### config.mk
export PLATFORM = sky130hd
export DESIGN_NAME = parking_gate_controller
export DESIGN_NICKNAME = d
export VERILOG_FILES = /design/src/rtl/parking_gate_controller.sv
export SDC_FILE = /design/constraint.sdc
export NUM_CORES = 1
export LEC_CHECK = 0
export BUFFER_PORTS_ARGS = -buffer_cell sky130_fd_sc_hd__buf_2
export CORE_AREA = 2 2 66 52
export CTS_BUF_LIST = sky130_fd_sc_hd__clkbuf_4 sky130_fd_sc_hd__clkbuf_8 sky130_fd_sc_hd__clkbuf_16
export CTS_CLUSTER_DIAMETER = 80
export CTS_CLUSTER_SIZE = 8
export DETAILED_ROUTE_END_ITERATION = 10
export DIE_AREA = 0 0 68 54
export PLACE_DENSITY = 0.86
export SETUP_SLACK_MARGIN = 0.02
export SYNTH_ARGS = -nofsm -noshare
export SYNTH_HDL_FRONTEND = slang
export SYNTH_SLANG_ARGS = --single-unit
### constraint.sdc
create_clock -name clk -period 5.4 [get_ports clk]
set_input_delay 0.27 -clock clk [delete_from_list [all_inputs] [get_ports clk]]
set_output_delay 0.27 -clock clk [all_outputs]
set_load 0.01 [all_outputs]
### src/rtl/parking_gate_controller.sv
// Purpose : entry/exit barrier sequencer; owns the free-spot mask, allocates the lowest free spot, frees spots on exit.
// Latency : a request sampled in IDLE at edge N gives response pulse, mask update and gate open in cycle N+1.
// Backpr. : one transaction in flight; requests are only sampled in IDLE, so a held request waits until the gate closes.
//
// Ports:
//   clk, reset                  clock and synchronous active-high reset
//   entry_req                   car waiting at entry gate (level)
//   exit_req, exit_spot         car waiting at exit gate and the spot it vacates (level)
//   car_passed                  gate-line sensor, only looked at while a gate is open
//   free_mask, free_count, full free-spot bitmap (registered), its popcount and the lot-full flag
//   entry_grant, entry_spot     one-cycle grant pulse and the allocated spot (held between grants)
//   entry_deny                  one-cycle pulse: lot full
//   exit_ack, exit_err          one-cycle pulses: spot freed / spot was already free
//   gate_in_open, gate_out_open barrier drives
module parking_gate_controller #(
    parameter int NUM_SPOTS        = 8,
    parameter int GATE_OPEN_CYCLES = 16
) (
    input  logic       clk,
    input  logic       reset,
    input  logic       entry_req,
    input  logic       exit_req,
    input  logic [2:0] exit_spot,
    input  logic       car_passed,
    output logic [7:0] free_mask,
    output logic [3:0] free_count,
    output logic       full,
    output logic       entry_grant,
    output logic [2:0] entry_spot,
    output logic       entry_deny,
    output logic       exit_ack,
    output logic       exit_err,
    output logic       gate_in_open,
    output logic       gate_out_open
);

    localparam int TW = $clog2(GATE_OPEN_CYCLES + 1);
    localparam logic [TW-1:0] TIMER_MAX = TW'(GATE_OPEN_CYCLES);

    typedef enum logic [1:0] {
        IDLE     = 2'd0,
        IN_OPEN  = 2'd1,
        OUT_OPEN = 2'd2
    } state_t;

    state_t        state, state_nxt;
    logic [7:0]    mask_nxt;
    logic [TW-1:0] timer, timer_nxt;
    logic [2:0]    spot_nxt;
    logic          grant_nxt, deny_nxt, ack_nxt, err_nxt;
    logic [2:0]    low_idx;

    // Popcount of the mask; 4 bits covers 0..8.
    always_comb begin
        free_count = '0;
        for (int i = 0; i < NUM_SPOTS; i++) begin
            free_count = free_count + 4'(free_mask[i]);
        end
    end

    assign full = (free_count == 4'd0);

    // Lowest-index free spot; scanning downward lets the last hit win.
    always_comb begin
        low_idx = '0;
        for (int i = NUM_SPOTS - 1; i >= 0; i--) begin
            if (free_mask[i]) begin
                low_idx = 3'(i);
            end
        end
    end

    assign gate_in_open  = (state == IN_OPEN);
    assign gate_out_open = (state == OUT_OPEN);

    always_comb begin
        state_nxt = state;
        mask_nxt  = free_mask;
        timer_nxt = '0;
        spot_nxt  = entry_spot;
        grant_nxt = 1'b0;
        deny_nxt  = 1'b0;
        ack_nxt   = 1'b0;
        err_nxt   = 1'b0;

        case (state)
            IDLE: begin
                // Exit wins: it frees capacity. An invalid exit still
                // blocks entry for this cycle.
                if (exit_req) begin
                    if (!free_mask[exit_spot]) begin
                        mask_nxt[exit_spot] = 1'b1;
                        ack_nxt             = 1'b1;
                        state_nxt           = OUT_OPEN;
                        timer_nxt           = TW'(1);
                    end else begin
                        err_nxt = 1'b1;
                    end
                end else if (entry_req) begin
                    if (!full) begin
                        mask_nxt[low_idx] = 1'b0;
                        spot_nxt          = low_idx;
                        grant_nxt         = 1'b1;
                        state_nxt         = IN_OPEN;
                        timer_nxt         = TW'(1);
                    end else begin
                        deny_nxt = 1'b1;
                    end
                end
            end

            IN_OPEN: begin
                if (car_passed || timer == TIMER_MAX) begin
                    state_nxt = IDLE;
                    // Timeout without a pass: the car never entered, so
                    // hand its spot back on the same edge the gate drops.
                    if (!car_passed) begin
                        mask_nxt[entry_spot] = 1'b1;
                    end
                end else begin
                    timer_nxt = timer + TW'(1);
                end
            end

            OUT_OPEN: begin
                if (car_passed || timer == TIMER_MAX) begin
                    state_nxt = IDLE;
                end else begin
                    timer_nxt = timer + TW'(1);
                end
            end

            default: begin
                state_nxt = IDLE;
            end
        endcase
    end

    always_ff @(posedge clk) begin
        if (reset) begin
            state       <= IDLE;
            free_mask   <= 8'hFF;
            timer       <= '0;
            entry_spot  <= '0;
            entry_grant <= 1'b0;
            entry_deny  <= 1'b0;
            exit_ack    <= 1'b0;
            exit_err    <= 1'b0;
        end else begin
            state       <= state_nxt;
            free_mask   <= mask_nxt;
            timer       <= timer_nxt;
            entry_spot  <= spot_nxt;
            entry_grant <= grant_nxt;
            entry_deny  <= deny_nxt;
            exit_ack    <= ack_nxt;
            exit_err    <= err_nxt;
        end
    end

endmodule
==> results of run 1 <==
-- layout by cell type (no fill, tap or decap), drive strengths merged, types with 4 or more instances in the layout --
cell and count:
a21oi 9, nand3 5, ha 10, inv 24, fa 4, buf 29
nor2 16, o21ai 6, nor3 4, a32o 4, dfxtp 22, mux2i 4
nor2b 6, nand2 10, a31oi 7, a311oi 6
-- report_power, final --
group	switching, mW	internal, mW	leakage [nW]	total (mW)
clock	0.0553	0.0991	0.0357	0.154
combinational	0.216	0.148	0.601	0.364
sequential	0.0266	0.180	0.179	0.207
-- layout make-up --
cell class                 instances  area, µm²  share of cell area [%]
clock buffer                       3       41.3                    2.27
clock inverter                     1       30.0                    1.65
inverter                          24       90.1                    4.96
multi-input combinational        136       1020                    56.2
sequential                        22        440                    24.2
tap                               40       50.0                    2.75
timing repair buffer              29        145                    7.98
-- synth_stat cells (3+ instances only) --
library cell   n  share of area [%]
a211o_1        3                1.6
nand2_1       10                2.3
a311oi_1       6                3.3
nor4bb_1       3                1.9
nor3_1         4                1.2
fa_1           4                5.0
nand4b_1       3                1.6
a21oi_1        8                2.5
inv_1         24                5.6
o21ai_0        6                1.9
mux2i_1        4                2.5
a32o_1         4                2.5
dfxtp_1       22                 27
ha_1          10                7.8
nor2_1        16                3.7
a31oi_1        7                2.7
clkbuf_1       9                2.1
nor3b_1        3                1.4
nand3_1        5                1.6
nor2b_1        6                2.3
-- worst max-delay path, delay by kind of cell, from the launching register on --
family                     cells  cell delay [ps]
AOI/OAI and AO/OA              3             1170
adders and majority gates      5             2150
buffers and inverters          3              180
DFF                            1              410
and+or+nand+nor                2              280
-- registers in the layout, indices dropped and copies added (netlist names) --
name,count
free_mask,8
timer,5
entry_spot,3
state,2
entry_deny,1
entry_grant,1
exit_ack,1
exit_err,1
-- final timing paths --
path | startpoint | to | slack (ps)
worst min register to register | timer[4]$_SDFF_PP0_ | timer[4]$_SDFF_PP0_ | 530
worst max-delay path | free_mask[0]$_SDFFE_PP1P_ | free_mask[2]$_SDFFE_PP1P_ | 1080
worst min-delay path | entry_req | entry_deny$_SDFF_PP0_ | 240
worst max register to register | free_mask[0]$_SDFFE_PP1P_ | free_mask[2]$_SDFFE_PP1P_ | 1080
-- stage by stage --
stage                     util (%)  cell area, µm²  power [mW]  hold slack (ps)
final                         58.5            1820       0.726              242
after global placement        56.2            1750       0.556              494
after detailed placement      56.2            1750       0.568              507
after global routing          58.5            1820       0.774              290
after CTS                     58.5            1820       0.721              244
after floorplan                  -            1610       0.477              411
-- per-layer routing --
layer / track usage [%] / vias up / routed length (µm)
li1: - / 751 / -
met1: 34.4 / 726 / 1890
met2: 32.4 / 87 / 1620
met3: 5.86 / 6 / 378
met4: 5.00 / 0 / 34
met5: 0 / - / 0
-- logic make-up (layout without fill, tap and decap cells) --
kind of cell | after synthesis | in the layout | synth area share, %
adders and majority gates | 14 | 14 | 12.7
buffers and inverters | 36 | 57 | 9.39
DFF | 22 | 22 | 27.3
and+or+nand+nor | 59 | 59 | 20.1
AOI/OAI and AO/OA | 54 | 54 | 25.1
muxes | 5 | 5 | 3.18
xor gates and xnor gates | 4 | 4 | 2.17
==> qor.yml, run 1 <==
status: "finished, final reports clean"
hold_viol: 0
detailed_place_hpwl_mm: 2.91
slew_viol_final: 0
yosysWarnings: 0
critPathKind: "flop to flop"
fin_ws_ps: 1080
pre_cts_slack_ps: 1120
synth_seq_area_share_pct: 27.3
ys_ff_latch: 22
worst_pin_slew_ps: 747
clk_path_buf_depth: 2
vias_per_cell: 6.16
dp_cells: 251
grt_pass1_vias: 1318
wirelength_mm: 3.92
start_kind: "flop"
drt_pass1_iterations: 4
cts.repair.resized: 0
portBuffers: 29
arrival_ps: 4480
ant_nets: 0
reg2reg_depth: 13
grt_max_degree: 22
setup_tns_ps: 0
max_stage_delay_ps: 580
cts_root_buf: "clkbuf_8"
power_density_nw_per_um2: 399
synth_edf_count: 0
dr_total_vias: 1570
area_delta_synth_final_pct: 12.7
synthArstFlopShare_pct: 0
synth_area_per_cell_um2: 8.31
ios: 30
die_y_um: 54
core-area_um2: 3110
crit_path_max_fanout: 9
grt_usage_pct: 22.9
cts_max_level: 1
cts_buffers: 3
period_share_pct: 80.0
ys_types: 48
fin_crit_ps: 4320
vdd_drop_max_uv: 184
cts.sinks: 22
clock_skew_ps: 2.97
clk_latency_ps: 270
worstHoldPathType: "input port to flop"
drt_iter0_drc: 156
grt_pass1_wl_mm: 6.26
finalSetupViolCount: 0
grt-ovfl-total: 0
final_cells: 255
start_util_pct: 51.9
wl_per_cell_um: 15.4
cp-end-kind: "flop"
hold_buffers: 0
drive_above_1_share_pct: 18.6
place_congestion: 0.995
rsz0062_at_grt: "no"
fin_nets: 238
dieArea_um2: 3670
diodes: 0
drcViolationCount: 0
max_freq_mhz: 232
crit_chain: "fa_1 > inv_1 > fa_1 > fa_1 > inv_1 > ha_1 > inv_1 > fa_1 > nor4bb_1 > a211o_1 > a21oi_2 > nand3_1 > a221o_1"
synth_ff_type: "dfxtp_1"
leakage_nw: 0.815
relSlewSlack_pct: 50.2
syn_inst: 194
die_w_um: 68
postCtsSetupRepairBufs: 0
required_ps: 5560
cp_common_cell: "fa_1"
slowest_stage: "fa_1"
antenna_found_initial: 0
clk_pin_slew_worst_paths_ps: 80
syn_area_um2: 1610
maxCapViolations: 0
syn-num-nets: 216
num_rows: 18
hold_path_depth: 3
cts_tree: "done"
fillCellCount: 270
Note: power is estimated with default switching activity, not from simulation.
==> inputs of run 2 (changes only) <==
Clock period 5.4 ns to 4.4 ns, I/O delays scaled along.
==> qor.yml, run 2 (synthesized netlist as in run 1, its figures left out) <==
status: "finished, final reports clean"
detailed_place_hpwl_mm: 3.11  # +7.2%
required_ps: 4550  # -1010 ps
cp-end-kind: "flop"
crit_family: "adder cells"
die_y_um: 54  # unchanged
top_register: "free_mask"
crit_path_max_fanout: 9  # unchanged
relSlewSlack_pct: 51.9  # +1.7 points
dp_cells: 254  # +1.2%
area_delta_synth_final_pct: 14.6
leakage_nw: 0.830  # +1.8%
whs_ps: 198  # -44.2 ps
power_density_nw_per_um2: 493  # +23%
portBuffers: 29  # unchanged
start_kind: "flop"
crit_chain: "fa_1 > inv_1 > fa_1 > fa_1 > inv_1 > ha_1 > inv_1 > fa_1 > nor4bb_1 > a211o_1 > a21oi_4 > and2_4 > a221o_1"
reg.largest.list: "free_mask x8, timer x5, entry_spot x3"
vias_per_cell: 6.30  # +2.3%
met1_usage_pct: 33.2  # -1.2 points
cts_tree: "done"
grt_use_met2_pct: 35.8  # +3.4 points
drcViolationCount: 0  # unchanged
cts.sinks: 22  # unchanged
crit_buf_inv: 3  # unchanged
cts_buffers: 3  # unchanged
dr_total_vias: 1625  # +3.5%
hold_buffers: 0  # unchanged
rr_startpoint: "free_mask[3]$_SDFFE_PP1P_"
setup_tns_ps: 0  # unchanged
hp-start: "entry_req"
top_usage_layer: "met2"
period_share_pct: 93.6  # +14 points
ios: 30  # unchanged
final_util_pct: 59.5  # +0.97 points
max_freq_mhz: 243  # +4.9%
ant_nets: 0  # unchanged
start_util_pct: 51.9  # unchanged
final_common_cell: "buf_2"
grt_max_degree: 22  # unchanged
grt_pass1_wl_mm: 6.61  # +5.6%
worstHoldPathType: "input port to flop"
hold_viol: 0  # unchanged
drt_pass1_iterations: 5  # +1
vdd_drop_max_uv: 253  # +37%
hold_path_depth: 3  # unchanged
die_w_um: 68  # unchanged
grt_util_met3_pct: 8.16  # +2.3 points
largest_reg_flops: 8  # unchanged
maxCapViolations: 0  # unchanged
cts_max_level: 1  # unchanged
fin_crit_ps: 4120  # -200 ps
dieArea_um2: 3670  # unchanged
place_congestion: 0.950  # -4.6%
pre_cts_slack_ps: 222  # -900 ps
finalSetupViolCount: 0  # unchanged
slew_viol_final: 0  # unchanged
reg2reg_to: "free_mask[2]$_SDFFE_PP1P_"
clk_path_buf_depth: 2  # unchanged
fin_ws_ps: 281  # -800 ps
diodes: 0  # unchanged
placed_cell_area_um2: 1770  # +1.3%
fin_nets: 241  # +1.3%
drt_iter0_drc: 161  # +3.2%
cts_root_buf: "clkbuf_8"
max_stage_delay_ps: 570  # about the same
num_rows: 18  # unchanged
slowest_stage: "fa_1"
rsz0062_at_grt: "no"
reg2reg_depth: 13  # unchanged
power.total_uw: 910  # +25%
wirelength_mm: 4.18  # +6.6%
antenna_found_initial: 1  # +1
ff2ff_setup_slack_ps: 280  # -800 ps
grt_pass1_vias: 1406  # +6.7%
grt_usage_pct: 24.4  # +1.5 points
final_cells: 258  # +1.2%
core-area_um2: 3110  # unchanged
wl_per_cell_um: 16.2  # +5.4%
worst_pin_slew_ps: 722  # -24.8 ps
drive_above_1_share_pct: 19.7  # +1.1 points
fin_area_um2: 1850  # +1.7%
clk_pin_slew_worst_paths_ps: 80  # about the same
cp_common_cell: "fa_1"
critPathKind: "flop to flop"
clock_skew_ps: 5.54  # +2.58 ps
final_cell_mix: "buf_2, inv_1, dfxtp_1"
grt-ovfl-total: 0  # unchanged
min_to: "entry_deny$_SDFF_PP0_"
clk_latency_ps: 260  # about the same
arrival_ps: 4270  # -210 ps
## run 2: cell count changes in the layout (fill, tap and decap cells not counted)
cell	previous run	this run
buf_4	0	3
a21oi_4	0	1
a21oi_2	1	0
## run 2: area by class of cell
type | count | area [µm²]
flip-flops and latches | 22 | 440
clock inverters | 1 | 30.0
multi-input cells | 136 | 1030
well taps | 40 | 50.0
repair buffers | 32 | 168
clock buffers | 3 | 41.3
inverters | 24 | 90.1
fillers | 276 | 1260
## run 2: report_power, final
group          internal (mW)  switching [mW]  leakage (nW)  total (mW)
combinational          0.194           0.289         0.615       0.483
sequential             0.222          0.0181         0.179       0.240
clock                  0.122          0.0659        0.0357       0.187
total                  0.537           0.373         0.830       0.910
## run 2: metal layers
layer | vias up | wire [µm] | part of all wire (%)
met1 | 760 | 1770 | 42
met3 | 14 | 500 | 12
li1 | 754 | - | -
met5 | - | 13 | 0.31
met2 | 95 | 1820 | 43
met4 | 2 | 82 | 2.0
## run 2: worst max-delay path by stage
stage	slack, ps	endpoint	depth (start not counted)	from
after floorplan	370	free_mask[2]$_SDFFE_PP1P_	14	free_mask[0]$_SDFFE_PP1P_
after global placement	370	free_mask[2]$_SDFFE_PP1P_	13	free_mask[0]$_SDFFE_PP1P_
after detailed placement	220	free_mask[2]$_SDFFE_PP1P_	13	free_mask[3]$_SDFFE_PP1P_
after CTS	240	free_mask[2]$_SDFFE_PP1P_	13	free_mask[3]$_SDFFE_PP1P_
after global routing	90	free_mask[2]$_SDFFE_PP1P_	13	free_mask[3]$_SDFFE_PP1P_
final	280	free_mask[2]$_SDFFE_PP1P_	13	free_mask[3]$_SDFFE_PP1P_
## run 2: repair_timing
item / CTS / global route
buffers inserted: 0 / 0
endpoints found under the setup margin: 0 / 1
gates resized for setup: 0 / 1
## run 2: tightest hold or removal path, delay by kind of cell
kind / cells / cell delay [ps]
buffers and inverters: 2 / 150
and+or+nand+nor: 1 / 50
